[config.mk]
export PLATFORM = sky130hd
export DESIGN_NAME = bin_to_bcd_serial
export DESIGN_NICKNAME = d
export VERILOG_FILES = /design/src/rtl/bin_to_bcd_serial.sv
export SDC_FILE = /design/constraint.sdc
export NUM_CORES = 1
export LEC_CHECK = 0
export CAP_MARGIN = 40
export CORE_ASPECT_RATIO = 0.75
export CORE_MARGIN = 1.5
export CORE_UTILIZATION = 35
export DETAILED_ROUTE_END_ITERATION = 10
export SETUP_SLACK_MARGIN = 0.4
export SLEW_MARGIN = 20
export SYNTH_ARGS = -nofsm -noshare
export SYNTH_HDL_FRONTEND = slang
export SYNTH_SLANG_ARGS = --single-unit
export TNS_END_PERCENT = 100
[constraint.sdc]
create_clock -name CLOCK_50 -period 1.4 [get_ports CLOCK_50]
set_input_delay 0.42 -clock CLOCK_50 [delete_from_list [all_inputs] [get_ports CLOCK_50]]
set_output_delay 0.42 -clock CLOCK_50 [all_outputs]
set_load 0.02 [all_outputs]
[src/rtl/bin_to_bcd_serial.sv]
// Serial shift-and-add-3 binary-to-BCD converter with start/busy/done handshake.
// Inputs above 10^DIGITS-1 saturate to all nines and raise overflow.
module bin_to_bcd_serial #(
  parameter int BIN_W  = 20,
  parameter int DIGITS = 6
) (
  input  logic                  CLOCK_50,
  input  logic                  reset,
  input  logic                  start,
  input  logic [BIN_W-1:0]      bin_in,
  output logic                  busy,
  output logic                  done,
  output logic [4*DIGITS-1:0]   bcd_out,
  output logic                  overflow
);

  localparam int SCR_W = 4*DIGITS + 4;
  localparam int CNT_W = $clog2(BIN_W + 1);
  localparam longint unsigned MAX_DEC = (longint'(10) ** DIGITS) - 1;

  typedef enum logic {S_IDLE, S_SHIFT} state_t;

  state_t              state_q, state_d;
  logic [CNT_W-1:0]    cnt_q, cnt_d;
  logic [BIN_W-1:0]    bin_q, bin_d;
  logic [SCR_W-1:0]    scr_q, scr_d, adj;
  logic                ovf_lat_q, ovf_lat_d;
  logic [4*DIGITS-1:0] bcd_q, bcd_d;
  logic                ovf_q, ovf_d;
  logic                done_q, done_d;

  // All nibbles are corrected from their pre-adjust values in parallel.
  always_comb begin
    adj = scr_q;
    for (int i = 0; i < DIGITS; i++) begin
      if (scr_q[4*i +: 4] >= 4'd5) adj[4*i +: 4] = scr_q[4*i +: 4] + 4'd3;
    end
  end

  always_comb begin
    state_d   = state_q;
    cnt_d     = cnt_q;
    bin_d     = bin_q;
    scr_d     = scr_q;
    ovf_lat_d = ovf_lat_q;
    bcd_d     = bcd_q;
    ovf_d     = ovf_q;
    done_d    = 1'b0;
    case (state_q)
      S_IDLE: begin
        if (start) begin
          bin_d     = bin_in;
          scr_d     = '0;
          ovf_lat_d = (64'(bin_in) > MAX_DEC);
          cnt_d     = CNT_W'(BIN_W);
          state_d   = S_SHIFT;
        end
      end
      S_SHIFT: begin
        scr_d = (adj << 1) | SCR_W'(bin_q[BIN_W-1]);
        bin_d = bin_q << 1;
        cnt_d = cnt_q - CNT_W'(1);
        if (cnt_q == CNT_W'(1)) begin
          state_d = S_IDLE;
          done_d  = 1'b1;
          ovf_d   = ovf_lat_q;
          bcd_d   = ovf_lat_q ? {DIGITS{4'h9}} : scr_d[4*DIGITS-1:0];
        end
      end
      default: state_d = S_IDLE;
    endcase
  end

  always_ff @(posedge CLOCK_50) begin
    if (reset) begin
      state_q   <= S_IDLE;
      cnt_q     <= '0;
      bin_q     <= '0;
      scr_q     <= '0;
      ovf_lat_q <= 1'b0;
      bcd_q     <= '0;
      ovf_q     <= 1'b0;
      done_q    <= 1'b0;
    end else begin
      state_q   <= state_d;
      cnt_q     <= cnt_d;
      bin_q     <= bin_d;
      scr_q     <= scr_d;
      ovf_lat_q <= ovf_lat_d;
      bcd_q     <= bcd_d;
      ovf_q     <= ovf_d;
      done_q    <= done_d;
    end
  end

  assign busy     = (state_q == S_SHIFT);
  assign done     = done_q;
  assign bcd_out  = bcd_q;
  assign overflow = ovf_q;

endmodule

## Word level (Yosys, flattened, before mapping)

Index checks and enable logic that the tools add are counted.
W data, S select, Z words.

| storage, ports and cells | value |
|---|---|
| register bits after elaboration | 77 |
| input bits | 23 |
| output and inout port bits | 27 |
| word-level logic and storage cells | 46 |

| operators by class | value |
|---|---|
| $add $sub $neg | 7 |
| magnitude comparators | 7 |
| eq/ne operators | 2 |
| mux-type cells | 17 |
| bitwise logic cells | 2 |
| reductions and logical operators | 3 |

Operators by type and width:

| cell | number |
|---|---|
| $mux W24 | 2 |
| $pmux W24 S2 | 1 |
| $pmux W20 S2 | 1 |
| $ge A4 B3 Y1 const B | 6 |
| $or A24 B1 Y24 | 1 |
| $add A4 B2 Y4 const B | 5 |
| $gt A20 B20 Y1 const B | 1 |
| $mux W20 | 1 |
| $mux W4 | 5 |
| $pmux W5 S2 | 1 |
| $eq A5 B1 Y1 const B | 1 |
| $mux W5 | 1 |
| $sub A5 B1 Y5 const B | 1 |
| $reduce_and A2 Y1 | 2 |
| $add A3 B2 Y3 const B | 1 |
| $mux W1 | 3 |
| $mux W3 | 1 |
| $ne A2 B2 Y1 const B | 1 |
| $pmux W1 S2 | 1 |
| $reduce_or A2 Y1 | 1 |
| $not A1 Y1 | 1 |

## Logic depth before layout (Yosys ltp)

| depth | value |
|---|---|
| word-level depth | 4 |
| gate-level depth with buffers | 7 |
| mapped depth without buffers | 6 |

## Least setup slack after synthesis

Ideal clock, no wire load.

| path | value |
|---|---|
| path kind | flip-flop to flip-flop |
| start | register scr_q[1] |
| end | register scr_q[2] |
| arrival | 1373 ps |
| required time | 1325 ps |
| setup slack | -48 ps |
| cell stages (with the launch flop) | 7 |
| cells stage by stage | dfxtp_1 inv_1 ha_1 nand2b_1 a21oi_1 mux2_2 o21ai_0 |

| between the ends | value |
|---|---|
| longest elaborated chain between the ends | 4 |
| elaborated cells between the ends (all ways) | 5 |

RTL lines:

| element | line | RTL |
|---|---|---|
| start: declaration | 26 | `logic [SCR_W-1:0] scr_q, scr_d, adj;` |
| start signal: assignment | 88 | `scr_q <= scr_d;` |
| $add A4 B2 Y4 or $ge A4 B3 Y1 (tied branches) | 36 | `if (scr_q[4*i +: 4] >= 4'd5) adj[4*i +: 4] = scr_q[4*i +: 4] + 4'd3;` |
| $mux W4 * | 36 |  |
| $or A24 B1 Y24 * | 60 | `scr_d = (adj << 1) \| SCR_W'(bin_q[BIN_W-1]);` |
| $pmux W24 S2 * | 49 | `case (state_q)` |

Mark *: on every way between the ends. The rest lies on a longest branch, timed or not.
A chain may end at the register's enable or synchronous reset.

## Final worst setup path

| path | value |
|---|---|
| start | register cnt_q[0] |
| end | register cnt_q[4] |

| between the ends | value |
|---|---|
| longest elaborated chain between the ends | 2 |

RTL lines:

| element | line | RTL |
|---|---|---|
| start: declaration | 24 | `logic [CNT_W-1:0] cnt_q, cnt_d;` |
| start signal: assignment | 86 | `cnt_q <= cnt_d;` |
| $sub A5 B1 Y5 | 62 | `cnt_d = cnt_q - CNT_W'(1);` |
| $pmux W5 S2 | 49 |  |

Every way passes these cells.

==> flow_metrics.py <==
metrics = {
    "finish": {
        "final_area_um2": 6610,
        "final_cell_mix": "44 x nor2_1, 42 x buf_6, 35 x dfxtp_1, 33 x dfxtp_2, 30 x a21oi_2",
        "fin_nets": 556,
        "final_common_cell": "nor2_1",
        "area_delta_synth_final_pct": 87.6,
        "drive_above_1_share_pct": 65.7,
        "num_antenna_cells": 0,
        "fin_cells": 654,
        "final_util_pct": 67.9,
        "fillers": 714,
    },
    "floorplanning": {
        "io_pins": 50,
        "rows": 31,
        "fp.dieArea_um2": 10700,
        "die_width_um": 119,
        "core_um2": 9740,
        "fp.dieH_um": 89.9,
        "start_util_pct": 36.2,
    },
    "routing": {
        "routed_via_density": 5.14,
        "drtAntennaViolNets": 0,
        "dr.pass1.iters": 4,
        "drc": 0,
        "drt-total-wl_um": 11400,
        "drtIter0Drc": 103,
        "routedWlPerCell_um": 17.4,
        "vias": 3362,
    },
    "flow_run": {
        "drv_cap": 0,
    },
    "status": {
        "status": "finished, violations left",
        "failed_checks": "negative setup slack",
    },
    "yosys": {
        "synth_mux_area_share_pct": 7.89,
        "syn_nets": 455,
        "synth_simple_gate_area_share_pct": 20.2,
        "yosys.area.top_type": "dfxtp_1",
        "synth_adder_area_share_pct": 4.97,
        "ys_seq_area_share_pct": 43.8,
        "syn_area_per_cell_um2": 8.43,
        "synth_top_family_by_area": "simple AND/OR/NAND/NOR gates",
        "yosysWarnings": 0,
        "ys_seq_elements": 77,
        "yosysUniqueCellTypes": 32,
        "syn_area_um2": 3520,
        "synth_compound_area_share_pct": 15.0,
        "netlist_top_cells_area": "dfxtp_1 44%, nor2_1 7.0%, mux2i_1 6.0%, a21oi_1 5.8%, ha_1 5.0%",
        "synth.top_cell.area_share_pct": 43.8,
        "syn_inst": 418,
        "synth_xor_area_share_pct": 1.49,
    },
    "placed_design": {
        "hpwl_um": 5870,
        "dpl.cell_count": 597,
        "dpl_cell_area_um2": 4840,
        "post-place-ws_ns": -0.0780,
        "gp_congestion": 0.782,
        "portBuffers": 49,
    },
    "sta": {
        "finalHoldViolations": 0,
        "fin_setup_tns_ns": -0.388,
        "fmax_mhz": 699,
        "slew_violations": 0,
        "worst_pin_slew_ns": 0.379,
        "max-slew-margin-rel_pct": 74.5,
        "whs_ns": 0.472,
        "layout_min_cycle_time_ns": 1.43,
        "skew_ns": 0.00347,
        "rsz0062_at_grt": "true",
        "setup_viol_count_final": 21,
        "setup_slack_ns": -0.0312,
        "fin_crit_sh_pct": 102,
    },
    "clocking": {
        "cts-htree-levels": 3,
        "clock_path_buffers": 2,
        "cts-hold-fix-buffers": 0,
        "clk_latency_ns": 0.34,
        "clock_sinks": 77,
        "clk_pin_slew_worst_paths_ns": 0.06,
        "cts_buffers": 9,
        "cts-root-buf": "clkbuf_16",
        "cts_tree": "yes",
    },
    "pwr": {
        "p_sw_mw": 1.37,
        "finalPower_mw": 5.46,
        "cellInternalPower_mw": 4.09,
        "peakVddDrop_mv": 0.639,
        "power_density_nw_per_um2": 826,
        "clockPowerShare_pct": 41.1,
        "p_leak_nw": 2.54,
        "power_frac_seq_pct": 42.2,
        "netSwitchingFraction_pct": 25.1,
        "pwr-share-comb_pct": 16.7,
    },
    "global_route": {
        "grt.total_usage_pct": 18.5,
        "grt_pass1_wl_um": 15500,
        "grt_max_degree": 41,
        "grt_overflow": 0,
        "grt_pass1_vias": 3066,
        "antenna_found_initial": 0,
    },
    "worst_setup_path": {
        "crit_type": "reg2reg",
        "end_kind": "flip-flop",
        "setup.worst_path.start_class": "flip-flop",
        "worstPathRequired_ns": 1.68,
        "cp_data_arrival_time_ns": 1.71,
        "critPathMaxFanout": 3,
    },
    "worst_hold_path": {
        "hold_path.class": "reg2reg",
    },
}
-- power groups by stage --
stage / Clock (mW) / Combinational, mW / Sequential, mW
floorplan: 0 / 0.340 / 2.34
global placement: 0 / 0.522 / 2.34
CTS: 2.29 / 0.623 / 2.29
detailed placement: 0 / 0.528 / 2.34
global route: 2.37 / 0.965 / 2.31
finish: 2.24 / 0.909 / 2.30
-- per-layer routing --
metal  GRT usage [%]  vias to the layer above  routed length (um)
met3            5.27                        8                 351
met1            24.0                     1670                5450
met4            5.42                        0                 112
li1                -                     1642                   -
met5               0                        -                   0
met2            30.0                       42                5480
-- worst paths after layout --
kind,slack [ns],from,cells after the start,end
setup / recovery,-0.03,cnt_q[0],7,cnt_q[4]
hold / removal,0.47,scr_q[21],2,scr_q[21]
setup reg to reg,-0.03,cnt_q[0],7,cnt_q[4]
hold reg to reg,0.47,scr_q[21],2,scr_q[21]
-- area by class of cell --
class                           count  area, um^2  share of cell area [%]
Multi-Input combinational cell    289        2980                    45.1
Sequential cell                    77        1620                    24.5
Timing Repair Buffer              115        1420                    21.5
Clock buffer                       13         280                    4.24
Tap cell                          132         165                    2.50
Inverter                           27         139                    2.10
Clock inverter                      1        5.00                  0.0757
-- worst max-delay path: stages (launching register included) --
cell	delay (ns)
dfxtp_4	0.36
buf_4	0.14
inv_2	0.06
ha_4	0.12
or3b_4	0.38
a21oi_2	0.13
o22ai_1	0.10
nor2_1	0.08
-- cells in the mapped netlist --
cell type,number
a211oi_1,5
a21oi_1,41
a311oi_1,2
and4b_1,1
buf_2,14
buf_4,1
buf_6,2
clkbuf_1,9
dfxtp_1,77
ha_1,14
inv_1,27
mux2_2,6
mux2i_1,21
nand2_1,27
nand2b_1,17
nand3_1,2
nand3b_1,1
nand4_1,1
nand4b_1,1
nor2_1,66
nor3_1,19
nor3_2,1
nor3b_1,11
nor4_1,1
o21ai_0,28
o22ai_1,1
o31a_1,1
o31ai_1,1
o32ai_1,12
or3_4,1
or3b_2,1
xnor2_1,6
-- sequential cells by signal, indices dropped and copies added, names as in the netlist --
| signal | cells |
|---|---|
| bcd_out | 24 |
| bin_q | 20 |
| busy | 1 |
| cnt_q | 5 |
| done | 1 |
| overflow | 1 |
| ovf_lat_q | 1 |
| scr_q | 24 |
-- timing repair --
item	in CTS	in global routing
buffers inserted	18	14
cloned	2	9
pin swaps	36	66
setup endpoints to repair	102	104
gates resized for setup	258	154
-- kinds of logic after synthesis --
logic type / count (synthesis)
and+or+nand+nor: 150
muxes: 27
buffers and inverters: 53
DFF: 77
xor gates and xnor gates: 6
AOI/OAI and AO/OA: 91
adders and majority gates: 14
Power figures use the tool's default switching activity.
